[src/rtl/digit_serial_alu_if.sv]
// digit_serial_alu_if
//   Request/response bundle for the digit-serial ALU.
//   master modport: the requester (drives in_valid/command/a/b/out_ready).
//   slave  modport: the ALU (drives in_ready/out_valid/result/flags).
//
//   in_valid  : operation request        in_ready  : ALU idle, accepts request
//   command   : 3-bit opcode             a, b      : WIDTH-bit operands
//   out_valid : result and flags valid   out_ready : requester takes result
//   result    : WIDTH-bit result         carryout, zero, overflow : flags
interface digit_serial_alu_if #(
  parameter int WIDTH = 32
);
  logic             in_valid;
  logic             in_ready;
  logic [2:0]       command;
  logic [WIDTH-1:0] a;
  logic [WIDTH-1:0] b;
  logic             out_valid;
  logic             out_ready;
  logic [WIDTH-1:0] result;
  logic             carryout;
  logic             zero;
  logic             overflow;

  modport master (
    output in_valid, command, a, b, out_ready,
    input  in_ready, out_valid, result, carryout, zero, overflow
  );

  modport slave (
    input  in_valid, command, a, b, out_ready,
    output in_ready, out_valid, result, carryout, zero, overflow
  );
endinterface

[src/rtl/digit_serial_alu.sv]
// digit_serial_alu
//   Multi-cycle ALU that processes WIDTH-bit operands DIGIT bits per clock,
//   low digit first. Carry and zero are chained across cycles exactly as a
//   ripple ALU chains them across bit positions. One operation in flight.
//
//   Parameters: WIDTH (operand width, multiple of DIGIT), DIGIT (bits/cycle).
//   Ports:
//     clk   : clock, rising edge
//     reset : synchronous, active-high
//     bus   : digit_serial_alu_if.slave (valid/ready request and response)
//   Commands: 0 ADD, 1 SUB, 2 XOR, 3 SLT, 4 AND, 5 NAND, 6 NOR, 7 OR.
//
//   Optional feature: define DSALU_SLT_EN to make command 3 a true
//   set-less-than (result = signed a < b). Without it, command 3 is SUB.
module digit_serial_alu #(
  parameter int WIDTH = 32,
  parameter int DIGIT = 4
) (
  input logic               clk,
  input logic               reset,
  digit_serial_alu_if.slave bus
);

  localparam int N     = WIDTH / DIGIT;
  localparam int CNT_W = (N > 1) ? $clog2(N) : 1;

  typedef enum logic [2:0] {
    CMD_ADD  = 3'd0,
    CMD_SUB  = 3'd1,
    CMD_XOR  = 3'd2,
    CMD_SLT  = 3'd3,
    CMD_AND  = 3'd4,
    CMD_NAND = 3'd5,
    CMD_NOR  = 3'd6,
    CMD_OR   = 3'd7
  } cmd_e;

  typedef enum logic [1:0] {
    S_IDLE = 2'd0,
    S_RUN  = 2'd1,
    S_DONE = 2'd2
  } state_e;

  state_e state, state_nx;

  // Operand/working registers
  logic [WIDTH-1:0] a_sr, b_sr, res_sr;
  cmd_e             cmd_q;
  logic             carry;
  logic             zacc;
  logic [CNT_W-1:0] cnt;

  // Registered outputs
  logic [WIDTH-1:0] result_q;
  logic             carry_q, zero_q, ovf_q;

  // Per-digit datapath
  logic             is_arith, invert, last;
  logic [DIGIT-1:0] da, dbx, digit;
  logic [DIGIT:0]   sum;
  logic             c_out, c_msb_in, ovf;
  logic             zacc_nx;
  logic [WIDTH+DIGIT-1:0] res_cat;
  logic [WIDTH-1:0] res_shift;

  // Values loaded into the output registers on the last RUN cycle
  logic [WIDTH-1:0] fin_result;
  logic             fin_carry, fin_ovf, fin_zero;

  assign last = (cnt == CNT_W'(N - 1));

  // ---------------- FSM ----------------
  // NOTE: all sequential state uses non-blocking (<=) assignments so every
  // register samples the pre-edge values of the others.
  always_ff @(posedge clk) begin
    if (reset) state <= S_IDLE;
    else       state <= state_nx;
  end

  // NOTE: the next-state default is assigned first so no path leaves
  // state_nx unassigned, which would infer a latch.
  always_comb begin
    state_nx = state;
    unique case (state)
      S_IDLE: if (bus.in_valid)  state_nx = S_RUN;
      S_RUN:  if (last)          state_nx = S_DONE;
      S_DONE: if (bus.out_ready) state_nx = S_IDLE;
      default:                   state_nx = S_IDLE;
    endcase
  end

  assign bus.in_ready  = (state == S_IDLE);
  assign bus.out_valid = (state == S_DONE);
  assign bus.result    = result_q;
  assign bus.carryout  = carry_q;
  assign bus.zero      = zero_q;
  assign bus.overflow  = ovf_q;

  // ---------------- digit datapath ----------------
  always_comb begin
    is_arith = (cmd_q == CMD_ADD) || (cmd_q == CMD_SUB) || (cmd_q == CMD_SLT);
    // SUB and SLT both compute a + ~b + 1; the +1 is the initial carry.
    invert   = (cmd_q != CMD_ADD);
    da       = a_sr[DIGIT-1:0];
    dbx      = b_sr[DIGIT-1:0] ^ {DIGIT{invert & is_arith}};
    sum      = {1'b0, da} + {1'b0, dbx} + {{DIGIT{1'b0}}, carry};
    c_out    = sum[DIGIT];
    // Carry into the top bit recovered from the top bit's own sum equation.
    c_msb_in = da[DIGIT-1] ^ dbx[DIGIT-1] ^ sum[DIGIT-1];
    ovf      = c_out ^ c_msb_in;

    digit = sum[DIGIT-1:0];
    unique case (cmd_q)
      CMD_XOR:  digit = da ^ b_sr[DIGIT-1:0];
      CMD_AND:  digit = da & b_sr[DIGIT-1:0];
      CMD_NAND: digit = ~(da & b_sr[DIGIT-1:0]);
      CMD_NOR:  digit = ~(da | b_sr[DIGIT-1:0]);
      CMD_OR:   digit = da | b_sr[DIGIT-1:0];
      default:  digit = sum[DIGIT-1:0];
    endcase

    zacc_nx = zacc | (|digit);
    // Digits enter from the MSB side; after N shifts the first digit sits at
    // bit 0. The concatenation keeps this legal when DIGIT == WIDTH.
    res_cat   = {digit, res_sr};
    res_shift = res_cat[WIDTH+DIGIT-1:DIGIT];
  end

  always_comb begin
    fin_result = res_shift;
    fin_carry  = is_arith & c_out;
    fin_ovf    = is_arith & ovf;
    fin_zero   = ~zacc_nx;
`ifdef DSALU_SLT_EN
    if (cmd_q == CMD_SLT) begin
      // Signed less-than: sign of (a - b) corrected by its overflow.
      fin_result = WIDTH'(sum[DIGIT-1] ^ ovf);
      fin_carry  = 1'b0;
      fin_ovf    = 1'b0;
      fin_zero   = ~(sum[DIGIT-1] ^ ovf);
    end
`endif
  end

  // Control counter and output registers: these have a defined reset value.
  always_ff @(posedge clk) begin
    if (reset) begin
      cnt      <= '0;
      result_q <= '0;
      carry_q  <= 1'b0;
      zero_q   <= 1'b1;
      ovf_q    <= 1'b0;
    end else begin
      unique case (state)
        S_IDLE: if (bus.in_valid) cnt <= '0;
        S_RUN: begin
          cnt <= cnt + 1'b1;
          if (last) begin
            result_q <= fin_result;
            carry_q  <= fin_carry;
            zero_q   <= fin_zero;
            ovf_q    <= fin_ovf;
          end
        end
        default: ;
      endcase
    end
  end

  // NOTE: the operand shift registers are deliberately not reset; every
  // operation reloads them on accept, and reset only needs the FSM, counter
  // and visible outputs to be defined.
  always_ff @(posedge clk) begin
    unique case (state)
      S_IDLE: begin
        if (bus.in_valid) begin
          a_sr   <= bus.a;
          b_sr   <= bus.b;
          cmd_q  <= cmd_e'(bus.command);
          carry  <= (bus.command == CMD_SUB) || (bus.command == CMD_SLT);
          zacc   <= 1'b0;
          res_sr <= '0;
        end
      end
      S_RUN: begin
        a_sr   <= a_sr >> DIGIT;
        b_sr   <= b_sr >> DIGIT;
        res_sr <= res_shift;
        carry  <= c_out;
        zacc   <= zacc_nx;
      end
      default: ;
    endcase
  end

endmodule

[src/flat_wrapper.sv]
// flat-port wrapper written by rule: the top's interface ports become plain ports
module digit_serial_alu_flat 
#(
  parameter int WIDTH = 32,
  parameter int DIGIT = 4
)
  (clk, reset, bus_in_valid, bus_command, bus_a, bus_b, bus_out_ready, bus_in_ready, bus_out_valid, bus_result, bus_carryout, bus_zero, bus_overflow);
  digit_serial_alu_if #(.WIDTH(WIDTH)) bus_i ();
  input logic clk;
  input logic reset;
  input wire logic [$bits(bus_i.in_valid)-1:0] bus_in_valid;
  input wire logic [$bits(bus_i.command)-1:0] bus_command;
  input wire logic [$bits(bus_i.a)-1:0] bus_a;
  input wire logic [$bits(bus_i.b)-1:0] bus_b;
  input wire logic [$bits(bus_i.out_ready)-1:0] bus_out_ready;
  output wire logic [$bits(bus_i.in_ready)-1:0] bus_in_ready;
  output wire logic [$bits(bus_i.out_valid)-1:0] bus_out_valid;
  output wire logic [$bits(bus_i.result)-1:0] bus_result;
  output wire logic [$bits(bus_i.carryout)-1:0] bus_carryout;
  output wire logic [$bits(bus_i.zero)-1:0] bus_zero;
  output wire logic [$bits(bus_i.overflow)-1:0] bus_overflow;
  assign bus_i.in_valid = bus_in_valid;
  assign bus_i.command = bus_command;
  assign bus_i.a = bus_a;
  assign bus_i.b = bus_b;
  assign bus_i.out_ready = bus_out_ready;
  assign bus_in_ready = bus_i.in_ready;
  assign bus_out_valid = bus_i.out_valid;
  assign bus_result = bus_i.result;
  assign bus_carryout = bus_i.carryout;
  assign bus_zero = bus_i.zero;
  assign bus_overflow = bus_i.overflow;
  digit_serial_alu #(.WIDTH(WIDTH), .DIGIT(DIGIT)) u_core (.clk(clk), .reset(reset), .bus(bus_i));
endmodule
[config.mk]
export PLATFORM = sky130hd
export DESIGN_NAME = digit_serial_alu_flat
export DESIGN_NICKNAME = d
export VERILOG_FILES = /design/src/rtl/digit_serial_alu_if.sv /design/src/rtl/digit_serial_alu.sv /design/src/flat_wrapper.sv
export SDC_FILE = /design/constraint.sdc
export NUM_CORES = 1
export LEC_CHECK = 0
export CORE_ASPECT_RATIO = 1.5
export CORE_MARGIN = 1
export CORE_UTILIZATION = 47
export CTS_BUF_LIST = sky130_fd_sc_hd__clkbuf_16
export DETAILED_ROUTE_END_ITERATION = 6
export PLACE_DENSITY = 0.73
export SYNTH_ARGS = -nofsm -noshare
export SYNTH_HDL_FRONTEND = slang
export SYNTH_SLANG_ARGS = --single-unit
[constraint.sdc]
create_clock -name clk -period 3.9 [get_ports clk]
set_input_delay 0.39 -clock clk [delete_from_list [all_inputs] [get_ports clk]]
set_output_delay 0.39 -clock clk [all_outputs]
set_load 0.02 [all_outputs]
# Yosys cells after proc, flatten, opt, wreduce, memory -nomap -nowiden
# Cells that the tools add are included.
# totals
register_bits	141
in_bits	71
out_inout_bits	37
elab_cells	73
# op_classes
n_addsub	3
n_eq_ne	15
muxes	17
n_bitwise	14
reduce_logical	12
# op_table
cell	count
32-bit case mux with 2 select lines	3
32-bit 2-to-1 mux	3
4-bit case mux with 5 select lines	1
3-bit == test, second input constant	5
3-bit by 2-bit == test with 1-bit output, second input constant	3
4-bit inverter	2
4-bit bitwise XOR	2
3-bit by 1-bit == test with 1-bit output, second input constant	2
2-bit 2-to-1 mux	3
2-bit case mux with 3 select lines	1
3-bit case mux with 2 select lines	1
2-bit AND reduction	3
4-bit by 4-bit adder with 5-bit output	1
5-bit by 1-bit adder with 5-bit output	1
4-bit AND	1
2-bit != test, second input constant	2
4-bit bitwise OR	1
1-bit case mux with 2 select lines	2
4-bit OR reduction	1
3-bit by 1-bit adder with 3-bit output, second input constant	1
1-bit AND	3
3-bit logical NOT	1
1-bit logical OR	3
3-bit 2-to-1 mux	1
other kinds (11)	14

# Depth between registers and ports, before layout
# depth
ltp_word	11
depth_mapped	11

# Worst setup path before layout
# OpenSTA, ideal clock, no wires.
# synth_path
kind	reg2reg
start	register u_core.state[1]
end	register u_core.a_sr[0] (enable)
arrival_time_ps	2553
required_ps	3007
path_slack_ps	454
path_stages_with_launch	5
path_buffers	2
synth_period_minus_slack_ps	3446
cell_sequence	dfxtp_1 > nand2b_1 > clkbuf_1 > clkbuf_1 > nand2_1
# synth_via
elab_chain_len	3
elab_cells_between_ends	5
cone_classes	2 x eq/ne; 3 x reduce/logical
# synth_rtl
element	line_no	rtl
from (decl)	digit_serial_alu.sv:44	state_e state, state_nx;
from (signal assigned)	digit_serial_alu.sv:77	else state <= state_nx;
2-bit by 1-bit == test with 1-bit output / 2-bit logical NOT (equally long branches)	digit_serial_alu.sv:174	unique case (state)
2-bit nonzero test (no source line) / 2-bit != test (equally long branches)	--	
2-bit AND reduction (no source line) (*)	--	
to (signal assigned)	digit_serial_alu.sv:177	a_sr <= bus.a;
to (signal assigned)	digit_serial_alu.sv:186	a_sr <= a_sr >> DIGIT;
to (decl)	digit_serial_alu.sv:47	logic [WIDTH-1:0] a_sr, b_sr, res_sr;
# Mark *: on every way between the ends. The rest lies on a longest branch, timed or not.
# A chain may end at the register's enable or synchronous reset.

# Worst setup path in the final report
# layout_path
start	register u_core.cmd_q[2]
end	register u_core.zacc (data pin)
# layout_via
elab_chain_len	11
elab_cells_between_ends	19
cone_classes	2 x add/sub; 7 x eq/ne; 2 x mux; 3 x bitwise; 5 x reduce/logical
# layout_rtl
element	line_no	rtl
from (decl)	digit_serial_alu.sv:48	cmd_e cmd_q;
from (signal assigned)	digit_serial_alu.sv:179	cmd_q <= cmd_e'(bus.command);
3-bit by 1-bit == test with 1-bit output / 3-bit logical NOT (equally long branches)	digit_serial_alu.sv:101	is_arith = (cmd_q == CMD_ADD) || (cmd_q == CMD_SUB) || (cmd_q == CMD_SLT);
1-bit logical OR (2 in series)	digit_serial_alu.sv:101	
1-bit AND	digit_serial_alu.sv:105	dbx = b_sr[DIGIT-1:0] ^ {DIGIT{invert & is_arith}};
4-bit bitwise XOR	digit_serial_alu.sv:105	
4-bit by 4-bit adder with 5-bit output	digit_serial_alu.sv:106	sum = {1'b0, da} + {1'b0, dbx} + {{DIGIT{1'b0}}, carry};
5-bit by 1-bit adder with 5-bit output	digit_serial_alu.sv:106	
4-bit case mux with 5 select lines (*)	digit_serial_alu.sv:113	unique case (cmd_q)
4-bit OR reduction (*)	digit_serial_alu.sv:122	zacc_nx = zacc | (|digit);
1-bit bitwise OR (*)	digit_serial_alu.sv:122	
1-bit case mux with 2 select lines (*)	digit_serial_alu.sv:174	
to (signal assigned)	digit_serial_alu.sv:190	zacc <= zacc_nx;
to (decl)	digit_serial_alu.sv:50	logic zacc;
# Marks and branches as above.

==> results.cfg <==
[timing]
slew_headroom_pct = 22.67
slew_viol_final = 0
fin_skew_ns = 0.01302
hold_ws_ns = 0.4519
setup_tns_ns = 0
tightestPinTransition_ns = 1.160
setup_violations = 0
rsz0062_at_grt = no
fin_crit_sh_pct = 81.75
fmaxAchievable_mhz = 313.6
hold_viol = 0
fin_crit_ns = 3.188

[placement]
dpl.hpwl_um = 8108
gp_congestion = 0.8208
io_buffer_count = 107
dpl-instance-area_mm2 = 0.007114
post-place-cells = 816

[routing]
drc = 0
route.met3.wl_um = 543
drtIter0Drc = 202
met1_length_um = 4705
routed_wl_um = 12010
dr_wl_met2_um = 6526
wl_per_cell_um = 14.17
dr.pass1.iters = 4
vias = 4207
drt.antenna.violating_nets = 0
top_layer = met4
avgViaCountPerCell = 4.961

[clock_tree]
post_cts_buffers = 0
cts_resized = 0
clk_latency_ns = 0.41
tritoncts = built
cts_root_buf = clkbuf_16
cts_sinks = 137
hold_buffers = 0
cts_max_path_buffers = 2
cts_made_buffers = 17
cts_max_level = 4
cts.clk_slew.worst_paths_ns = 0.06

[synth]
post-synth-top-area-cell = edfxtp_1
synthesis.area_mm2 = 0.005946
async_reset_ff_share_pct = 0
syn_inst = 581
ys.flop_type = edfxtp_1
ys_warn_count = 0
synth_most_common_cell = nand2_1
synth_seq_area_share_pct = 62.46
ys_top_cells_by_area = edfxtp_1 (49%), nand2_1 (15%), dfxtp_1 (13%)
ys_ff_latch = 137
syn_nets = 668
ys_types = 40
synth_edf_count = 97
synth_top_area_share_pct = 48.99
syn-mean-instance-area_um2 = 10.23
yosys-top-cells-count = nand2_1 (236), edfxtp_1 (97), a21oi_1 (42)

[cells_and_area]
diodes = 0
n_fill_cell = 1033
synthToLayoutAreaGrowth_pct = 30.05
final_cells = 848
design_area_mm2 = 0.007732
nNetsFinal = 766
drive_gt1_share_pct = 6.936

[run]
drv_cap = 0

[grt]
grt_max_degree = 89
grt_use_total_pct = 19.70
antenna_found_initial = 0
grt_pass1_wl_um = 19510
grt_pass1_vias = 4213
grt_overflow = 0

[worst_setup_path]
worstSetupPathType = reg2reg
crit_path_end_kind = register
critPathMaxFanout = 15
cp_data_arrival_time_ns = 3.32
required_ns = 4.03
startpoint_type = register

[power_and_ir_drop]
peakVddDrop_uv = 333.4
p_per_area_mw_per_mm2 = 499.1
p_leak_nw = 3.074

[floorplan]
row_count = 50
ios = 108
dieArea_mm2 = 0.01311
core_mm2 = 0.01239
fp.dieH_um = 139.8
die_w_um = 93.84
initial_core_util_pct = 48.00

[min_path]
holdCritPathClass = reg2reg

[run_status]
status = finished, final reports clean
## cells by family (layout without fill, tap and decap cells)
group	count (synthesis)	in the layout	synth area share, %
AO/OA/AOI/OAI	61	61	6.313
AND/OR/NAND/NOR	307	307	22.12
adder cells (fa/ha/maj)	16	16	3.620
buffers and inverters	48	159	3.577
XOR/XNOR	8	8	1.178
multiplexers	4	4	0.7365
flip-flops	137	137	62.46
## critical path, cell delays in order (launching register included)
cell	delay, ns
edfxtp_1	0.60
nand2b_1	0.35
xnor2_1	0.20
fa_1	0.47
fa_1	0.44
xnor2_1	0.18
a211oi_4	0.30
o21ai_2	0.10
a211oi_2	0.21
nor2_1	0.06
## path summary, 6_finish.rpt
kind | from | end | slack (ns) | cells past startpoint
setup / recovery | u_core.cmd_q[2] | u_core.zacc | 0.71 | 9
hold / removal | u_core.bus.result[27] | u_core.bus.result[27] | 0.45 | 2
setup reg to reg | u_core.cmd_q[2] | u_core.zacc | 0.71 | 9
hold reg to reg | u_core.bus.result[27] | u_core.bus.result[27] | 0.45 | 2
## layout by cell type (no fill, tap or decap), drive strengths merged, types with 2 or more instances in the layout
master	instances
nand2	236
clkdlybuf4s50	107
edfxtp	97
a21oi	42
dfxtp	40
and2	34
clkbuf	18
inv	18
ha	14
nor2	11
xnor2	8
a211oi	8
nand2b	7
clkinv	7
buf	6
nor2b	4
o21ai	4
mux2i	4
nor3	4
nand3	3
bufinv	3
and3	2
fa	2
## sequential cells by signal, summed over array words and instances (netlist names), 2 cells and up
signal             flops
u_core.cnt             3
u_core.bus.result     32
u_core.a_sr           32
u_core.res_sr         28
u_core.cmd_q           3
u_core.b_sr           32
u_core.state           2
## routing by layer
metal,vias to the layer above,global-route usage [%]
met2,117,34.38
li1,2112,-
met5,-,0
met3,10,5.246
met4,0,9.636
met1,1968,21.73
## report_power, final
part           internal, mW  total (mW)  switching [mW]
Clock                  1.05        1.66           0.610
Combinational         0.187       0.421           0.234
Sequential             1.72        1.78          0.0606
## cell type report
class / count / area, µm² / area share [%]
clock buffers: 18 / 450.4 / 5.825
clock inverters: 14 / 167.7 / 2.168
inverters: 14 / 52.55 / 0.6796
multi-input cells: 396 / 2037 / 26.34
flip-flops and latches: 137 / 3714 / 48.03
well taps: 156 / 195.2 / 2.524
repair buffers: 113 / 1116 / 14.43
## through the flow
stage | total power, mW | utilization (%) | setup WS, ns
final | 3.859 | 62.42 | 0.7116
after global routing | 4.006 | 62.42 | 0.5475
after CTS | 3.888 | 62.42 | 0.6749
after detailed placement | 2.239 | 57.43 | 0.6932
after global placement | 2.223 | 57.43 | 0.7592
after floorplan | 2.078 | - | 0.4540
Note: power is estimated with default switching activity, not from simulation.
